===== src/rtl/shift_arbiter_pkg.sv =====
// Shared definitions for the shift_arbiter block.
//   state_t       : FSM state encoding (IDLE -> SHIFT -> RESP -> IDLE)
//   DATA_W        : operand / result width
//   AMT_W         : width of the barrel shifter amount
//   BIG_THRESHOLD : shift amounts at or above this value produce zero
//   is_big()      : classifies a full 32-bit shift amount against BIG_THRESHOLD
package shift_arbiter_pkg;

    localparam int DATA_W = 32;
    localparam int AMT_W  = 5;
    localparam logic [DATA_W-1:0] BIG_THRESHOLD = 32'd32;

    typedef enum logic [1:0] {
        IDLE  = 2'd0,
        SHIFT = 2'd1,
        RESP  = 2'd2
    } state_t;

    // Any amount that cannot be expressed in AMT_W bits shifts every bit out.
    function automatic logic is_big(input logic [DATA_W-1:0] amount);
        return (amount >= BIG_THRESHOLD);
    endfunction

endpackage


===== src/rtl/shift_arbiter_barrel_shifter32.sv =====
// 32-bit logical barrel shifter, purely combinational.
// Ports:
//   d   : data operand
//   s   : shift amount 0..31
//   lnr : direction, 1 = left, 0 = right (zero fill both ways)
//   y   : shifted result
module barrel_shifter32
    import shift_arbiter_pkg::*;
(
    input  logic [DATA_W-1:0] d,
    input  logic [AMT_W-1:0]  s,
    input  logic              lnr,
    output logic [DATA_W-1:0] y
);

    // Five log-spaced stages; stage k moves the word by 2**k when s[k] is set.
    logic [AMT_W:0][DATA_W-1:0] stage;

    assign stage[0] = d;

    for (genvar k = 0; k < AMT_W; k++) begin : g_stage
        localparam int SH = 1 << k;
        logic [DATA_W-1:0] moved;
        assign moved = lnr ? {stage[k][DATA_W-1-SH:0], {SH{1'b0}}}
                           : {{SH{1'b0}}, stage[k][DATA_W-1:SH]};
        assign stage[k+1] = s[k] ? moved : stage[k];
    end

    assign y = stage[AMT_W];

endmodule


===== src/rtl/shift_arbiter.sv =====
// Two-requester round-robin arbiter in front of a single barrel shifter.
// One operation is in flight at a time: accept in IDLE, compute in SHIFT,
// present the result in RESP until the consumer takes it.
// Ports:
//   clk, rst                       : clock, async active-high reset
//   reqN_valid/_d/_s/_lnr/_ready   : requester N (0 or 1) handshake and operands
//   rsp_valid/_id/_y/_ready        : result handshake, owning requester and data
// Parameter:
//   RR_INIT : requester that wins the first contention after reset
module shift_arbiter
    import shift_arbiter_pkg::*;
#(
    parameter bit RR_INIT = 1'b0
) (
    input  logic              clk,
    input  logic              rst,
    input  logic              req0_valid,
    input  logic [DATA_W-1:0] req0_d,
    input  logic [DATA_W-1:0] req0_s,
    input  logic              req0_lnr,
    output logic              req0_ready,
    input  logic              req1_valid,
    input  logic [DATA_W-1:0] req1_d,
    input  logic [DATA_W-1:0] req1_s,
    input  logic              req1_lnr,
    output logic              req1_ready,
    output logic              rsp_valid,
    output logic              rsp_id,
    output logic [DATA_W-1:0] rsp_y,
    input  logic              rsp_ready
);

    state_t            state;
    state_t            next_state;
    logic [DATA_W-1:0] d_reg;
    logic [AMT_W-1:0]  s_reg;
    logic              lnr_reg;
    logic              id_reg;
    logic              big_reg;
    logic              last_served;
    logic              grant0;
    logic              grant1;
    logic              accept;
    logic [DATA_W-1:0] shift_out;

    // Requester 1 wins when it is alone, or when both ask and 0 was served last.
    always_comb begin
        grant1 = req1_valid & (~req0_valid | ~last_served);
        grant0 = req0_valid & ~grant1;
    end

    // Grants are mutually exclusive, so at most one ready can be high.
    assign req0_ready = (state == IDLE) & req0_valid & grant0 & ~rst;
    assign req1_ready = (state == IDLE) & req1_valid & grant1 & ~rst;
    assign accept     = req0_ready | req1_ready;
    assign rsp_valid  = (state == RESP);

    // State register.
    always_ff @(posedge clk or posedge rst) begin
        if (rst) begin
            state <= IDLE;
        end else begin
            state <= next_state;
        end
    end

    // Next-state logic: one cycle to shift, then wait for the consumer.
    always_comb begin
        next_state = state;
        case (state)
            IDLE:    if (accept) next_state = SHIFT;
            SHIFT:   next_state = RESP;
            RESP:    if (rsp_ready) next_state = IDLE;
            default: next_state = IDLE;
        endcase
    end

    // Capture the winning requester's operands so later input changes
    // cannot disturb the operation in flight.
    always_ff @(posedge clk or posedge rst) begin
        if (rst) begin
            d_reg       <= '0;
            s_reg       <= '0;
            lnr_reg     <= 1'b0;
            id_reg      <= 1'b0;
            big_reg     <= 1'b0;
            last_served <= ~RR_INIT;
        end else if (accept) begin
            d_reg       <= req1_ready ? req1_d : req0_d;
            s_reg       <= req1_ready ? req1_s[AMT_W-1:0] : req0_s[AMT_W-1:0];
            lnr_reg     <= req1_ready ? req1_lnr : req0_lnr;
            big_reg     <= req1_ready ? is_big(req1_s) : is_big(req0_s);
            id_reg      <= req1_ready;
            last_served <= req1_ready;
        end
    end

    barrel_shifter32 u_shifter (
        .d   (d_reg),
        .s   (s_reg),
        .lnr (lnr_reg),
        .y   (shift_out)
    );

    // Result register is only written in SHIFT, so it holds through RESP.
    always_ff @(posedge clk or posedge rst) begin
        if (rst) begin
            rsp_y  <= '0;
            rsp_id <= 1'b0;
        end else if (state == SHIFT) begin
            rsp_y  <= big_reg ? '0 : shift_out;
            rsp_id <= id_reg;
        end
    end

endmodule


===== config.mk =====
export PLATFORM = sky130hd
export DESIGN_NAME = shift_arbiter
export DESIGN_NICKNAME = d
export VERILOG_FILES = /design/src/rtl/shift_arbiter_pkg.sv /design/src/rtl/shift_arbiter_barrel_shifter32.sv /design/src/rtl/shift_arbiter.sv
export SDC_FILE = /design/constraint.sdc
export NUM_CORES = 1
export LEC_CHECK = 0
export CAP_MARGIN = 30
export CORE_UTILIZATION = 45
export CTS_CLUSTER_SIZE = 12
export DETAILED_ROUTE_END_ITERATION = 6
export GPL_ROUTABILITY_DRIVEN = 0
export HOLD_SLACK_MARGIN = 0.1
export PLACE_DENSITY = 0.84
export SETUP_SLACK_MARGIN = 0.5
export SYNTH_ARGS = -nofsm -noshare
export SYNTH_HDL_FRONTEND = slang
export SYNTH_HIERARCHICAL = 1
export SYNTH_SLANG_ARGS = --single-unit
export TNS_END_PERCENT = 5

===== constraint.sdc =====
create_clock -name clk -period 2.74 [get_ports clk]
set_clock_uncertainty 0.2 [all_clocks]
set_input_delay 0.548 -clock clk [delete_from_list [all_inputs] [get_ports clk]]
set_output_delay 0.548 -clock clk [all_outputs]
set_load 0.005 [all_outputs]

; Word-level counts from Yosys, hierarchy flattened
; Index checks and enable logic that the tools add are counted.
[totals]
ff_bits = 76
inputBits = 135
out_inout_bits = 36
elab_cells = 49
[classes]
magnitude_cmp = 2
n_eq_ne = 4
n_mux = 18
n_bitwise = 14
n_reduce_logical = 2
[op_table]
columns = op, count
row1 = $mux W32, 12
row2 = $ge A32 B6 Y1 const B, 2
row3 = $and A1 B1 Y1, 8
row4 = $pmux W2 S3, 1
row5 = $mux W5, 1
row6 = $mux W2, 2
row7 = $not A1 Y1, 4
row8 = $eq A2 B1 Y1 const B, 1
row9 = $eq A2 B2 Y1 const B, 1
row10 = $logic_not A2 Y1, 1
row11 = $mux W1, 2
row12 = $ne A2 B1 Y1 const B, 1
row13 = $ne A2 B2 Y1 const B, 1
row14 = $or A1 B1 Y1, 2
row15 = $reduce_and A2 Y1, 1

; Logic depth before layout (Yosys ltp)
[depth]
word_depth = 11
depth_mapped = 12
ltp_nobuf = 8

; Modules after synthesis
; The synthesis kept the hierarchy.
[by_module_without_submodules]
columns = mod, n_inst, cells_per_inst, area_each_um2, seq_area_each_um2
row1 = barrel_shifter32, 1, 612, 4146.5, 0.0
row2 = shift_arbiter, 1, 349, 3329.4, 1903.1

; Worst setup path before layout
; OpenSTA, ideal clock, no wires.
[synth_path]
kind = register to register
from = register lnr_reg
to = register rsp_y[16]
setup_time_ps = 132
arrival_ps = 1902
t_required_ps = 2408
slack_ps = 506
path_stages_with_launch = 10
path_cell_list = dfrtp_1 buf_6 mux4_1 mux2_2 a221oi_2 nand3_1 o21ai_0 o221ai_1 nand2b_1 o21ai_1
[synth_via]
elab_chain_len = 11
[synth_rtl]
columns = item, line_no
row1 = "start, declared", shift_arbiter.sv:37  ; logic lnr_reg;
row2 = "start signal, assigned", shift_arbiter.sv:91  ; lnr_reg <= req1_ready ? req1_lnr : req0_lnr;
row3 = $mux W32, shift_arbiter_barrel_shifter32.sv:24  ; assign moved = lnr ? {stage[k][DATA_W-1-SH:0], {SH{1'b0}}}
row4 = $mux W32, shift_arbiter_barrel_shifter32.sv:26  ; assign stage[k+1] = s[k] ? moved : stage[k];
row5 = $mux W32, shift_arbiter_barrel_shifter32.sv:24
row6 = $mux W32, shift_arbiter_barrel_shifter32.sv:26
row7 = $mux W32, shift_arbiter_barrel_shifter32.sv:24
row8 = $mux W32, shift_arbiter_barrel_shifter32.sv:26
row9 = $mux W32, shift_arbiter_barrel_shifter32.sv:24
row10 = $mux W32, shift_arbiter_barrel_shifter32.sv:26
row11 = $mux W32, shift_arbiter_barrel_shifter32.sv:24
row12 = $mux W32 (*), shift_arbiter_barrel_shifter32.sv:26
row13 = named net shift_out[16], shift_arbiter.sv:44  ; logic [DATA_W-1:0] shift_out;
row14 = $mux W32 (*), shift_arbiter.sv:111  ; rsp_y <= big_reg ? '0 : shift_out;
row15 = "end signal, assigned", shift_arbiter.sv:111
row16 = "end, declared", shift_arbiter.sv:29  ; output logic [DATA_W-1:0] rsp_y,
; Mark *: on every way through the listed nets, which the timed path passes. The rest lies on a longest branch.
; A chain may end at the register's enable or synchronous reset.

; Final worst setup path
[layout_path]
from = register lnr_reg
to = register rsp_y[24]
; The elaborated chain is that of the path after synthesis.

==> reports/qor.txt <==
status - finished with violations
failing checks - design-rule violations, negative setup slack
Max Cap Viol - 0
Syn Nets - 1096
Clock Latency Late Sink - 0.36 ns
layout cells sized above 1 - 20.6%
Post-synth top flop - dfrtp_1
drt drc - 156
RSZ-0062 raised after global routing - yes
Largest stage delay, worst path - 0.58 ns
Synth top cells by count - 163 x nand2_1, 90 x nor2_1, 75 x dfrtp_1, 64 x mux2i_1, 47 x o21ai_0
Worst Max-Slew Pin Slew - 0.722 ns
worst-path fanout max - 25
cts bufs inserted - 9
1st-iter DRT viols - 1895
largest net degree at the start of global routing - 77
Final Max Tran Viols - 0
Core Footprint - 0.0161 sq mm
initial antenna violation count - 0
sequential fraction of the synthesis area - 25.5%
Final nets - 1303
first-pass GRT wire length - 43700 microns
gr usage total - 33.3%
post-synthesis cell count - 961
CTS root buf - clkbuf_16
Crit path buffers/inverters - 4
CP Capture Type - flip-flop
n_diodes - 0
static leakage - 0.00417 uW
row cnt - 46
Final Cycle Share - 103%
CTS max path bufs - 2
io pins - 171
final total power - 15200 uW
DIE AREA - 0.0171 sq mm
Antenna Nets Post-Route - 0
CTS tree - yes
CP cell instances - buf_12, buf_12, inv_2, nor2_1, a21oi_1, a22oi_1, o21ai_0, buf_4, o221ai_1, nand2b_1, o21ai_1
Critical Path RT - 2.82 ns
Port Buf Inserts - 170
DR vias/cell - 6.73
Final Hold Viols - 0
grt total ovfl - 0
Yosys cell types - 66
Final WS setup - -0.0890 ns
CTS clock-pin slew for the worst setup and hold paths - 0.06 ns
final setup vio count - 2
die height - 131 microns
Synth area leaders - dfrtp_1 25%, mux2i_1 8.6%, nand2_1 8.2%
CP arrival - 2.91 ns
Crit Path Class - flip-flop to flip-flop
CP max-delay cell - nor2_1
number of synthesized flops with an enable pin - 0
YS warnings - 6
Min-Delay Path Class - flip-flop to flip-flop
Max-slew headroom - 51.9%
Worst IR Drop VDD - 0.655 mV
Area Overhead vs Synth - 41.8%
Pre-antenna DRT Iters - 7
vias in the first global route - 8290
Pwr per Cell Area - 1440 mW/mm^2
asr flop ratio synth - 100%
Die X - 131 microns
flops & latches, synth - 76
Synth Area per Inst - 7.78 sq um
drt total wl - 29600 microns
CP dominant cell by count - buf_12
post-synthesis cell area - 0.00748 sq mm
Yosys top cell by area - dfrtp_1
share of the synthesized area in the top cell type - 25.1%
clock tree sinks - 76
H-tree depth - 3
Worst path top cell family by delay - compound AO/OA/AOI/OAI gates
Tmin final - 2.83 ns
Final HPWL DP - 19800 microns
cell with the most instances after synthesis - nand2_1
Max Freq - 353 MHz
Vias - 9351
Starting Density - 46.6%
drt wl/cell - 21.3 microns
total negative slack - -0.152 ns
CP startpoint kind - flip-flop
==> report_power, final <==
| group | internal (uW) | total, uW | switching [uW] |
|---|---|---|---|
| Sequential | 1620 | 2460 | 846 |
| Combinational | 4900 | 11500 | 6650 |
| Clock | 755 | 1230 | 475 |
| Total | 7270 | 15200 | 7970 |
==> area by class of cell <==
| cell class | count | area, sq um |
|---|---|---|
| tap | 216 | 270 |
| sequential | 76 | 1910 |
| timing repair buffer | 282 | 2700 |
| clock inverter | 3 | 45.0 |
| inverter | 10 | 41.3 |
| clock buffer | 13 | 260 |
| fill | 1246 | 5460 |
| multi-input combinational | 789 | 5370 |
==> per-stage QoR <==
stage,instance area (sq um),instances,hold WS (ns),util [%],setup WS [ns]
CTS,10300,1381,0.287,64.2,0.180
floorplan,7480,961,0.241,-,0.506
global placement,9740,1359,0.266,60.7,0.0814
global route,10600,1389,0.311,66.0,-0.114
detailed placement,9740,1359,0.274,60.7,0.0632
finish,10600,1389,0.278,66.0,-0.0890
==> kinds of logic (layout without fill, tap and decap cells) <==
| family | count (synthesis) | in the layout | share of synthesized area (%) |
|---|---|---|---|
| buf+inv | 96 | 308 | 7.98 |
| compound gates | 313 | 313 | 29.4 |
| simple gates | 389 | 389 | 23.5 |
| flops | 76 | 76 | 25.5 |
| mux | 87 | 87 | 13.6 |
==> worst reg2reg max path, stage by stage (launching register included) <==
cell,delay [ns]
dfrtp_4,0.47
buf_12,0.17
buf_12,0.18
inv_2,0.14
nor2_1,0.58
a21oi_1,0.18
a22oi_1,0.17
o21ai_0,0.11
buf_4,0.16
o221ai_1,0.20
nand2b_1,0.08
o21ai_1,0.11
==> metal layers <==
layer	global-route usage (%)	wire (microns)
met2	49.4	12700
met3	11.0	3890
met4	20.4	2190
met5	0.588	0
met1	41.9	10800
==> cell usage in the layout, fill, tap and decap left out, types with 18 or more instances in the layout <==
cell type,synthesis,layout
nand2_1,163,163
a21oi_1,39,36
o21ai_0,47,43
o21ai_1,37,39
buf_4,13,98
dfrtp_1,75,71
nand2b_1,46,44
a211oi_2,15,22
a22oi_1,44,43
nor3_1,33,27
nor2_1,90,82
clkdlybuf4s50_1,0,167
mux2i_1,64,59
o22ai_1,26,18
==> worst paths after layout <==
path                           start         to  slack (ns)  cells past startpoint
max                          lnr_reg  rsp_y[24]       -0.09                     11
min                        rsp_y[12]  rsp_y[12]        0.28                      2
max reg2reg                  lnr_reg  rsp_y[24]       -0.09                     11
min reg2reg                rsp_y[12]  rsp_y[12]        0.28                      2
max in group asynchronous        rst    lnr_reg        1.60                      4
min in group asynchronous        rst   state[1]        0.39                      4
==> repair_timing <==
item / in CTS / in global routing
resized for setup: 37 / 51
endpoints found under the setup margin: 35 / 35
endpoints found under the hold margin: 0 / 0
buffers inserted: 5 / 8
hold buffers: 0 / 0
pin swaps: 3 / 21
cloned: 1 / 0
Power figures use the tool's default switching activity.
